===== src/rtl/gate_seq_pkg.sv =====
// Shared types and constants for the gate truth-table sequencer.
// Truth tables are indexed by {a,b}: bit 0 is a=0,b=0 and bit 3 is a=1,b=1.
package gate_seq_pkg;

  localparam int NUM_VEC = 4;
  localparam int IDX_W   = 2;
  localparam int ERR_W   = 3;

  localparam logic [IDX_W-1:0] LAST_IDX = IDX_W'(NUM_VEC - 1);
  localparam logic [ERR_W-1:0] ERR_MAX  = ERR_W'(NUM_VEC);

  // Named truth tables for the common 2-input gates
  localparam logic [NUM_VEC-1:0] TT_NOR  = 4'b0001;
  localparam logic [NUM_VEC-1:0] TT_AND  = 4'b1000;
  localparam logic [NUM_VEC-1:0] TT_OR   = 4'b1110;
  localparam logic [NUM_VEC-1:0] TT_XOR  = 4'b0110;
  localparam logic [NUM_VEC-1:0] TT_NAND = 4'b0111;

  typedef enum logic [1:0] {
    IDLE   = 2'd0,
    SETTLE = 2'd1,
    CHECK  = 2'd2,
    DONE   = 2'd3
  } seq_state_e;

  // Expected gate output for a given vector index
  function automatic logic exp_bit(input logic [NUM_VEC-1:0] tt, input logic [IDX_W-1:0] idx);
    return tt[idx];
  endfunction

endpackage


===== src/rtl/gate_settle_timer.sv =====
// Settle timer: counts cycles since the last clear and flags when the
// configured settle time has elapsed. Counts up from 0 and holds at the
// terminal value SETTLE_CYCLES-1, where expired is asserted.
module gate_settle_timer #(
  parameter int SETTLE_CYCLES = 2
) (
  input  logic clk,
  input  logic rst,
  input  logic clear,
  output logic expired
);

  // A settle time of zero cannot be represented by the state machine
  // (SETTLE always lasts at least one cycle), so refuse to elaborate.
  generate
    if (SETTLE_CYCLES < 1 || SETTLE_CYCLES > 15) begin : g_bad_settle
      $error("gate_settle_timer: SETTLE_CYCLES must be in 1..15");
    end
  endgenerate

  localparam logic [3:0] LAST = 4'(SETTLE_CYCLES - 1);

  logic [3:0] count_q;
  logic [3:0] count_d;

  // Next count: clear wins, otherwise advance until the terminal value
  always_comb begin
    count_d = count_q;
    if (clear) begin
      count_d = 4'd0;
    end else if (count_q != LAST) begin
      count_d = count_q + 4'd1;
    end
  end

  // Count register
  always_ff @(posedge clk) begin
    if (rst) begin
      count_q <= 4'd0;
    end else begin
      count_q <= count_d;
    end
  end

  assign expired = (count_q == LAST);

endmodule


===== src/rtl/gate_tt_sequencer.sv =====
// Truth-table sequencer for a 2-input gate: walks {a,b} through 00,01,10,11,
// lets each vector settle, samples gate_out and counts mismatches against
// EXP_TABLE. Optional first-error logging is enabled by defining
// GATE_SEQ_ERRLOG_EN (adds first_err_idx and err_seen ports).
module gate_tt_sequencer
  import gate_seq_pkg::*;
#(
  parameter logic [3:0] EXP_TABLE     = TT_NOR,
  parameter int         SETTLE_CYCLES = 2
) (
  input  logic             clk,
  input  logic             rst,
  input  logic             start,
  input  logic             gate_out,
  output logic             a,
  output logic             b,
  output logic             busy,
  output logic             done,
  output logic             pass,
`ifdef GATE_SEQ_ERRLOG_EN
  output logic [IDX_W-1:0] first_err_idx,
  output logic             err_seen,
`endif
  output logic [ERR_W-1:0] err_count
);

  seq_state_e       state_q, state_d;
  logic [IDX_W-1:0] idx_q, idx_d;
  logic [ERR_W-1:0] err_count_q, err_count_d;
  logic             pass_q, pass_d;
  logic             timer_clear;
  logic             timer_expired;
  logic             mismatch;

  // X/Z on gate_out must count as a mismatch, hence the case inequality
  assign mismatch = (gate_out !== exp_bit(EXP_TABLE, idx_q));

  // Timer only runs while a vector is settling; any other state holds it at 0
  assign timer_clear = (state_q != SETTLE);

  gate_settle_timer #(
    .SETTLE_CYCLES(SETTLE_CYCLES)
  ) u_timer (
    .clk    (clk),
    .rst    (rst),
    .clear  (timer_clear),
    .expired(timer_expired)
  );

  // State register
  always_ff @(posedge clk) begin
    if (rst) begin
      state_q <= IDLE;
    end else begin
      state_q <= state_d;
    end
  end

  // Next-state logic
  always_comb begin
    state_d = state_q;
    case (state_q)
      IDLE:    if (start) state_d = SETTLE;
      SETTLE:  if (timer_expired) state_d = CHECK;
      CHECK:   state_d = (idx_q == LAST_IDX) ? DONE : SETTLE;
      DONE:    state_d = IDLE;
      default: state_d = IDLE;
    endcase
  end

  // Outputs decoded from state; vectors are only driven during a run
  always_comb begin
    busy = (state_q == SETTLE) || (state_q == CHECK);
    done = (state_q == DONE);
    a    = busy ? idx_q[1] : 1'b0;
    b    = busy ? idx_q[0] : 1'b0;
  end

  // Vector index, error count and pass flag updates
  always_comb begin
    idx_d       = idx_q;
    err_count_d = err_count_q;
    pass_d      = pass_q;
    if (state_q == IDLE && start) begin
      idx_d       = '0;
      err_count_d = '0;
      pass_d      = 1'b0;
    end else if (state_q == CHECK) begin
      if (mismatch && err_count_q != ERR_MAX) begin
        err_count_d = err_count_q + 3'd1;
      end
      // pass is settled on the final CHECK edge so it is valid alongside done
      if (idx_q == LAST_IDX) begin
        pass_d = (err_count_d == '0);
      end else begin
        idx_d = idx_q + 2'd1;
      end
    end
  end

  // Run-tracking registers
  always_ff @(posedge clk) begin
    if (rst) begin
      idx_q       <= '0;
      err_count_q <= '0;
      pass_q      <= 1'b0;
    end else begin
      idx_q       <= idx_d;
      err_count_q <= err_count_d;
      pass_q      <= pass_d;
    end
  end

  assign pass      = pass_q;
  assign err_count = err_count_q;

`ifdef GATE_SEQ_ERRLOG_EN
  logic [IDX_W-1:0] first_err_idx_q, first_err_idx_d;
  logic             err_seen_q, err_seen_d;

  // Capture the index of the first mismatch of a run; later ones are ignored
  always_comb begin
    first_err_idx_d = first_err_idx_q;
    err_seen_d      = err_seen_q;
    if (state_q == IDLE && start) begin
      first_err_idx_d = '0;
      err_seen_d      = 1'b0;
    end else if (state_q == CHECK && mismatch && !err_seen_q) begin
      first_err_idx_d = idx_q;
      err_seen_d      = 1'b1;
    end
  end

  // First-error log registers
  always_ff @(posedge clk) begin
    if (rst) begin
      first_err_idx_q <= '0;
      err_seen_q      <= 1'b0;
    end else begin
      first_err_idx_q <= first_err_idx_d;
      err_seen_q      <= err_seen_d;
    end
  end

  assign first_err_idx = first_err_idx_q;
  assign err_seen      = err_seen_q;
`endif

endmodule


===== config.mk =====
export PLATFORM = sky130hd
export DESIGN_NAME = gate_tt_sequencer
export DESIGN_NICKNAME = d
export VERILOG_FILES = /design/src/rtl/gate_seq_pkg.sv /design/src/rtl/gate_settle_timer.sv /design/src/rtl/gate_tt_sequencer.sv
export SDC_FILE = /design/constraint.sdc
export NUM_CORES = 1
export LEC_CHECK = 0
export CORE_MARGIN = 4
export CORE_UTILIZATION = 53
export CTS_BUF_LIST = sky130_fd_sc_hd__clkbuf_8
export CTS_CLUSTER_DIAMETER = 120
export DETAILED_ROUTE_END_ITERATION = 10
export GPL_ROUTABILITY_DRIVEN = 0
export PLACE_DENSITY = 0.88
export SYNTH_ARGS = -nofsm -noshare
export SYNTH_HDL_FRONTEND = slang
export SYNTH_SLANG_ARGS = --single-unit
export TNS_END_PERCENT = 5

===== constraint.sdc =====
create_clock -name clk -period 2.4 [get_ports clk]
set_clock_uncertainty 0.15 [all_clocks]
set_input_delay 0.6 -clock clk [delete_from_list [all_inputs] [get_ports clk]]
set_output_delay 0.6 -clock clk [all_outputs]
set_load 0.02 [all_outputs]

# After elaboration in Yosys (flattened, before gate mapping)
# Cells that the tools add are included.
dict set report op_classes {
  addsub 3
  n_lt_le_gt_ge 1
  n_eq_ne 11
  muxes 11
  bitwise 1
  reduce_logical 10
}
# op n
set ops {}
lappend ops {{$mux W3} 3}
lappend ops {{$pmux W2 S4} 1}
lappend ops {{$eq A2 B2 Y1 const B} 3}
lappend ops {{$mux W2} 3}
lappend ops {{$reduce_and A2 Y1} 3}
lappend ops {{$add A4 B1 Y4 const B} 1}
lappend ops {{$eq A4 B1 Y1 const B} 1}
lappend ops {{$ne A2 B2 Y1 const B} 2}
lappend ops {{$ne A4 B1 Y1 const B} 1}
lappend ops {{$reduce_or A2 Y1} 2}
lappend ops {{$add A3 B1 Y3 const B} 1}
lappend ops {{$logic_not A3 Y1} 1}
lappend ops {{$lt A2 B3 Y1 const B} 1}
lappend ops {{$mux W1} 3}
lappend ops {{$ne A3 B3 Y1 const B} 1}
lappend ops {{$add A2 B1 Y2 const B} 1}
lappend ops {{$bmux W1 S2} 1}
lappend ops {{$eq A2 B1 Y1 const B} 1}
lappend ops {{$logic_and A1 B1 Y1} 2}
lappend ops {{$logic_not A2 Y1} 1}
lappend ops {{$ne A2 B1 Y1 const B} 1}
lappend ops {{$logic_or A1 B1 Y1} 1}
lappend ops {{$nex A1 B1 Y1} 1}
lappend ops {{$not A1 Y1} 1}
dict set report word_totals {
  register_bits 12
  inputBits 4
  out_inout_bits 8
  word_cells 42
}

# Logic depth before layout (Yosys ltp)
dict set report depth {
  depth_word 8
  mapped_depth 7
  mapped_depth_nobuf 6
}

# Cells and area by module
# From an unflattened synthesis, not the netlist that was laid out.
dict set report unflattened {
  hier_cells 82
  hier_area_um2 763.2
}
# mod instances cells_per_inst area_each_um2
set by_module_without_submodules {}
lappend by_module_without_submodules {gate_tt_sequencer 1 62 544.3}
lappend by_module_without_submodules {gate_settle_timer 1 20 219.0}

# Worst setup path after synthesis
# No wires, ideal clock.
dict set report synth_timing {
  path_type {register to output}
  startpoint {reg state_q[1]}
  endpoint {out a}
  t_arrival_ns 1.122
  path_slack_ns 0.528
  path_stages_with_launch 4
  cell_sequence {dfxtp_1 > inv_1 > ha_1 > and2_1}
}
dict set report synth_via {
  elab_chain_cells 3
  elab_cells_between_ends 4
  cone_classes {2 x eq/ne; 1 x mux; 1 x reduce/logical}
}
# item line
set synth_lines {}
lappend synth_lines {{start: declaration} gate_tt_sequencer.sv:27} ;# seq_state_e state_q, state_d;
lappend synth_lines {{start signal: assignment} gate_tt_sequencer.sv:55} ;# state_q <= state_d;
lappend synth_lines {{$eq A2 B1 Y1 or $eq A2 B2 Y1 (tied branches)} gate_tt_sequencer.sv:73} ;# busy = (state_q == SETTLE) || (state_q == CHECK);
lappend synth_lines {{$logic_or A1 B1 Y1 (*)} gate_tt_sequencer.sv:73}
lappend synth_lines {{net busy} gate_tt_sequencer.sv:17} ;# output logic busy,
lappend synth_lines {{$mux W1 (*)} gate_tt_sequencer.sv:75} ;# a = busy ? idx_q[1] : 1'b0;
lappend synth_lines {{end: declaration} gate_tt_sequencer.sv:15} ;# output logic a,
# Mark *: on every way through the listed nets, which the timed path passes. The rest lies on a longest branch.

# Final worst setup path
dict set report layout_timing {
  startpoint {reg state_q[0]}
  endpoint {out b}
}
dict set report layout_via {
  elab_chain_cells 3
  elab_cells_between_ends 4
  cone_classes {2 x eq/ne; 1 x mux; 1 x reduce/logical}
}
# item line
set layout_lines {}
lappend layout_lines {{$eq A2 B1 Y1 or $eq A2 B2 Y1 (tied branches)} gate_tt_sequencer.sv:73}
lappend layout_lines {{$logic_or A1 B1 Y1 (*)} gate_tt_sequencer.sv:73}
lappend layout_lines {{$mux W1 (*)} gate_tt_sequencer.sv:76} ;# b = busy ? idx_q[0] : 1'b0;
lappend layout_lines {{end: declaration} gate_tt_sequencer.sv:16} ;# output logic b,
# Every way passes the cells marked *; elsewhere a longest branch is shown, timed or not.

==> results.json <==
{
  "powerDensity_nw_per_um2": 903,
  "grt_pass1_vias": 585,
  "crit_type": "flip-flop to output port",
  "rsz0062_at_grt": "no",
  "track_usage_pct": 17.0,
  "place_ws_ns": 0.126,
  "ir_worst_vdd_v": 0.000633,
  "layout_common_cells": "12 x nor2_1, 11 x ha_1, 11 x dfxtp_1",
  "max-cap-violations": 0,
  "ant_nets": 0,
  "grt_first_pass_wirelength_um": 2480,
  "port_buffers": 11,
  "vias": 564,
  "synth_top_area_share_pct": 33.2,
  "die_h_um": 45.0,
  "tritoncts": "built",
  "drive_above_1_share_pct": 9.47,
  "antenna_cells": 0,
  "worst_slack_ns": 0.160,
  "critPathLaunchType": "flip-flop",
  "syn_area_per_cell_um2": 9.06,
  "p_leak_nw": 0.402,
  "synth_top_area_cell": "dfxtp_1",
  "min_from": "u_timer.count_q[3]",
  "hold_violations": 0,
  "post-route-drc-count": 0,
  "netlist_area_um2": 724,
  "crit_arrival_ns": 1.49,
  "finalSetupViolCount": 0,
  "synth_edf_count": 0,
  "wirelength_um": 1330,
  "required_ns": 1.65,
  "synth.distinct_cells": 25,
  "seq_area_frac_synth_pct": 33.2,
  "antenna_found_initial": 0,
  "die-area_um2": 2020,
  "wire_per_inst_um": 12.0,
  "syn_to_final_growth_pct": 24.5,
  "via_per_inst": 5.13,
  "postPlaceCellArea_um2": 850,
  "max_freq_mhz": 447,
  "drt_iter0_markers": 3,
  "status": "completed",
  "worst_slew_pin_slew_ns": 0.288,
  "cts_buffers": 3,
  "hold_slack_ns": 0.363,
  "r2r-start": "u_timer.count_q[0]",
  "slew_viol_final": 0,
  "insertion_delay_ns": 0.24,
  "relSlewSlack_pct": 80.7,
  "dieWidth_um": 45.0,
  "synth_warnings": 0,
  "syn-num-nets": 95,
  "finish.instance_area_um2": 902,
  "hold_buffers": 0,
  "cts_num_sinks": 12,
  "rows": 13,
  "cts_buffer_depth": 2,
  "worstHoldPathType": "flip-flop to flip-flop",
  "ys_ff_latch": 12,
  "path_max_fanout": 5,
  "finalSetupTns_ns": 0,
  "start_util_pct": 55.7,
  "grt-ovfl-total": 0,
  "core-area_um2": 1300,
  "place_inst": 106,
  "clockRootBuffer": "clkbuf_8",
  "final_common_cell": "nor2_1",
  "firstDrtPassIters": 2,
  "synth_area_leaders": "dfxtp_1 33%, ha_1 19%, nor2_1 6.2%, inv_1 3.6%, xnor2_1 3.6%",
  "period_minus_slack_ns": 2.24,
  "instances_no_fill": 110,
  "grt_start_max_net_pins": 8,
  "htree_levels": 1,
  "num_io_pins": 12,
  "crit_path_end_kind": "output port",
  "clkSlewWorstSetupHoldPaths_ns": 0.05,
  "synthArstFlopShare_pct": 0,
  "fin_crit_sh_pct": 93.3,
  "synthFlopType": "dfxtp_1",
  "crit_start": "state_q[0]",
  "dpl.hpwl_um": 1010,
  "synthCells": 80,
  "layout.nets": 111
}
## synth_stat cells, drive strengths merged (2+ instances only)
| library cell | count |
|---|---|
| nand2b | 2 |
| dfxtp | 12 |
| and2 | 2 |
| inv | 7 |
| nor2b | 2 |
| mux2i | 2 |
| xor2 | 3 |
| nand3 | 2 |
| a211oi | 2 |
| a21oi | 4 |
| nor2 | 12 |
| nand2 | 6 |
| ha | 11 |
| xnor2 | 3 |
## path summary, 6_finish.rpt
path                                      endpoint  slack, ns  depth (start not counted)
worst min register to register  u_timer.count_q[3]       0.36                          2
worst max-delay path                             b       0.16                          4
worst max register to register          state_q[1]       0.53                          5
worst min-delay path            u_timer.count_q[3]       0.36                          2
## cells by family (layout without fill, tap and decap cells)
| group | after synthesis | after routing | synth area share [%] |
|---|---|---|---|
| AND/OR/NAND/NOR | 29 | 29 | 19.0 |
| multiplexers | 2 | 2 | 2.76 |
| buffers and inverters | 8 | 23 | 5.18 |
| adder cells (fa/ha/maj) | 11 | 11 | 19.0 |
| flip-flops | 12 | 12 | 33.2 |
| XOR/XNOR | 6 | 6 | 7.26 |
| AO/OA/AOI/OAI | 12 | 12 | 13.6 |
## sequential cells by signal, summed over array words and instances, names as in the netlist
register / count
u_timer.count_q: 4
err_count: 3
idx_q: 2
state_q: 2
pass: 1
## final cells by class
cell class              count  area, µm²
inverters                   7       26.3
flip-flops and latches     12        241
repair buffers             12        114
well taps                  15       18.8
fillers                   111        399
multi-input cells          60        447
clock buffers               4       55.1
## metrics by stage
stage | total power [mW] | util, %
2_1_floorplan | 0.515 | -
6_report | 0.815 | 69.3
5_1_grt | 0.882 | 69.3
4_1_cts | 0.817 | 69.2
3_5_place_dp | 0.602 | 65.3
3_3_place_gp | 0.588 | 65.3
## metal layers
metal / share of wire (%) / wire length (µm) / track usage (%)
met1: 45 / 602 / 20.3
met2: 50 / 660 / 27.1
met3: 2.6 / 35 / 4.78
met4: 2.0 / 27 / 9.94
met5: 0 / 0 / 0
## what timing repair did
item / 4_1_cts / 5_1_grt
buffers inserted: 0 / 0
gates resized for setup: 3 / 1
pin swaps: 0 / 0
setup endpoints to repair: 3 / 2
## power breakdown
group          switching, mW  internal [mW]  total [mW]  leakage [nW]
clock                 0.0782          0.145       0.223        0.0288
sequential            0.0303          0.229       0.260        0.0975
combinational          0.189          0.143       0.332         0.276
total                  0.297          0.518       0.815         0.402
## worst max-delay path, stage by stage, from the launching register on
cell and delay (ns):
dfxtp_2 0.37, inv_1 0.08, ha_1 0.32, and2_1 0.16, dlygate4sd2_1 0.31
Note: power is estimated with default switching activity, not from simulation.
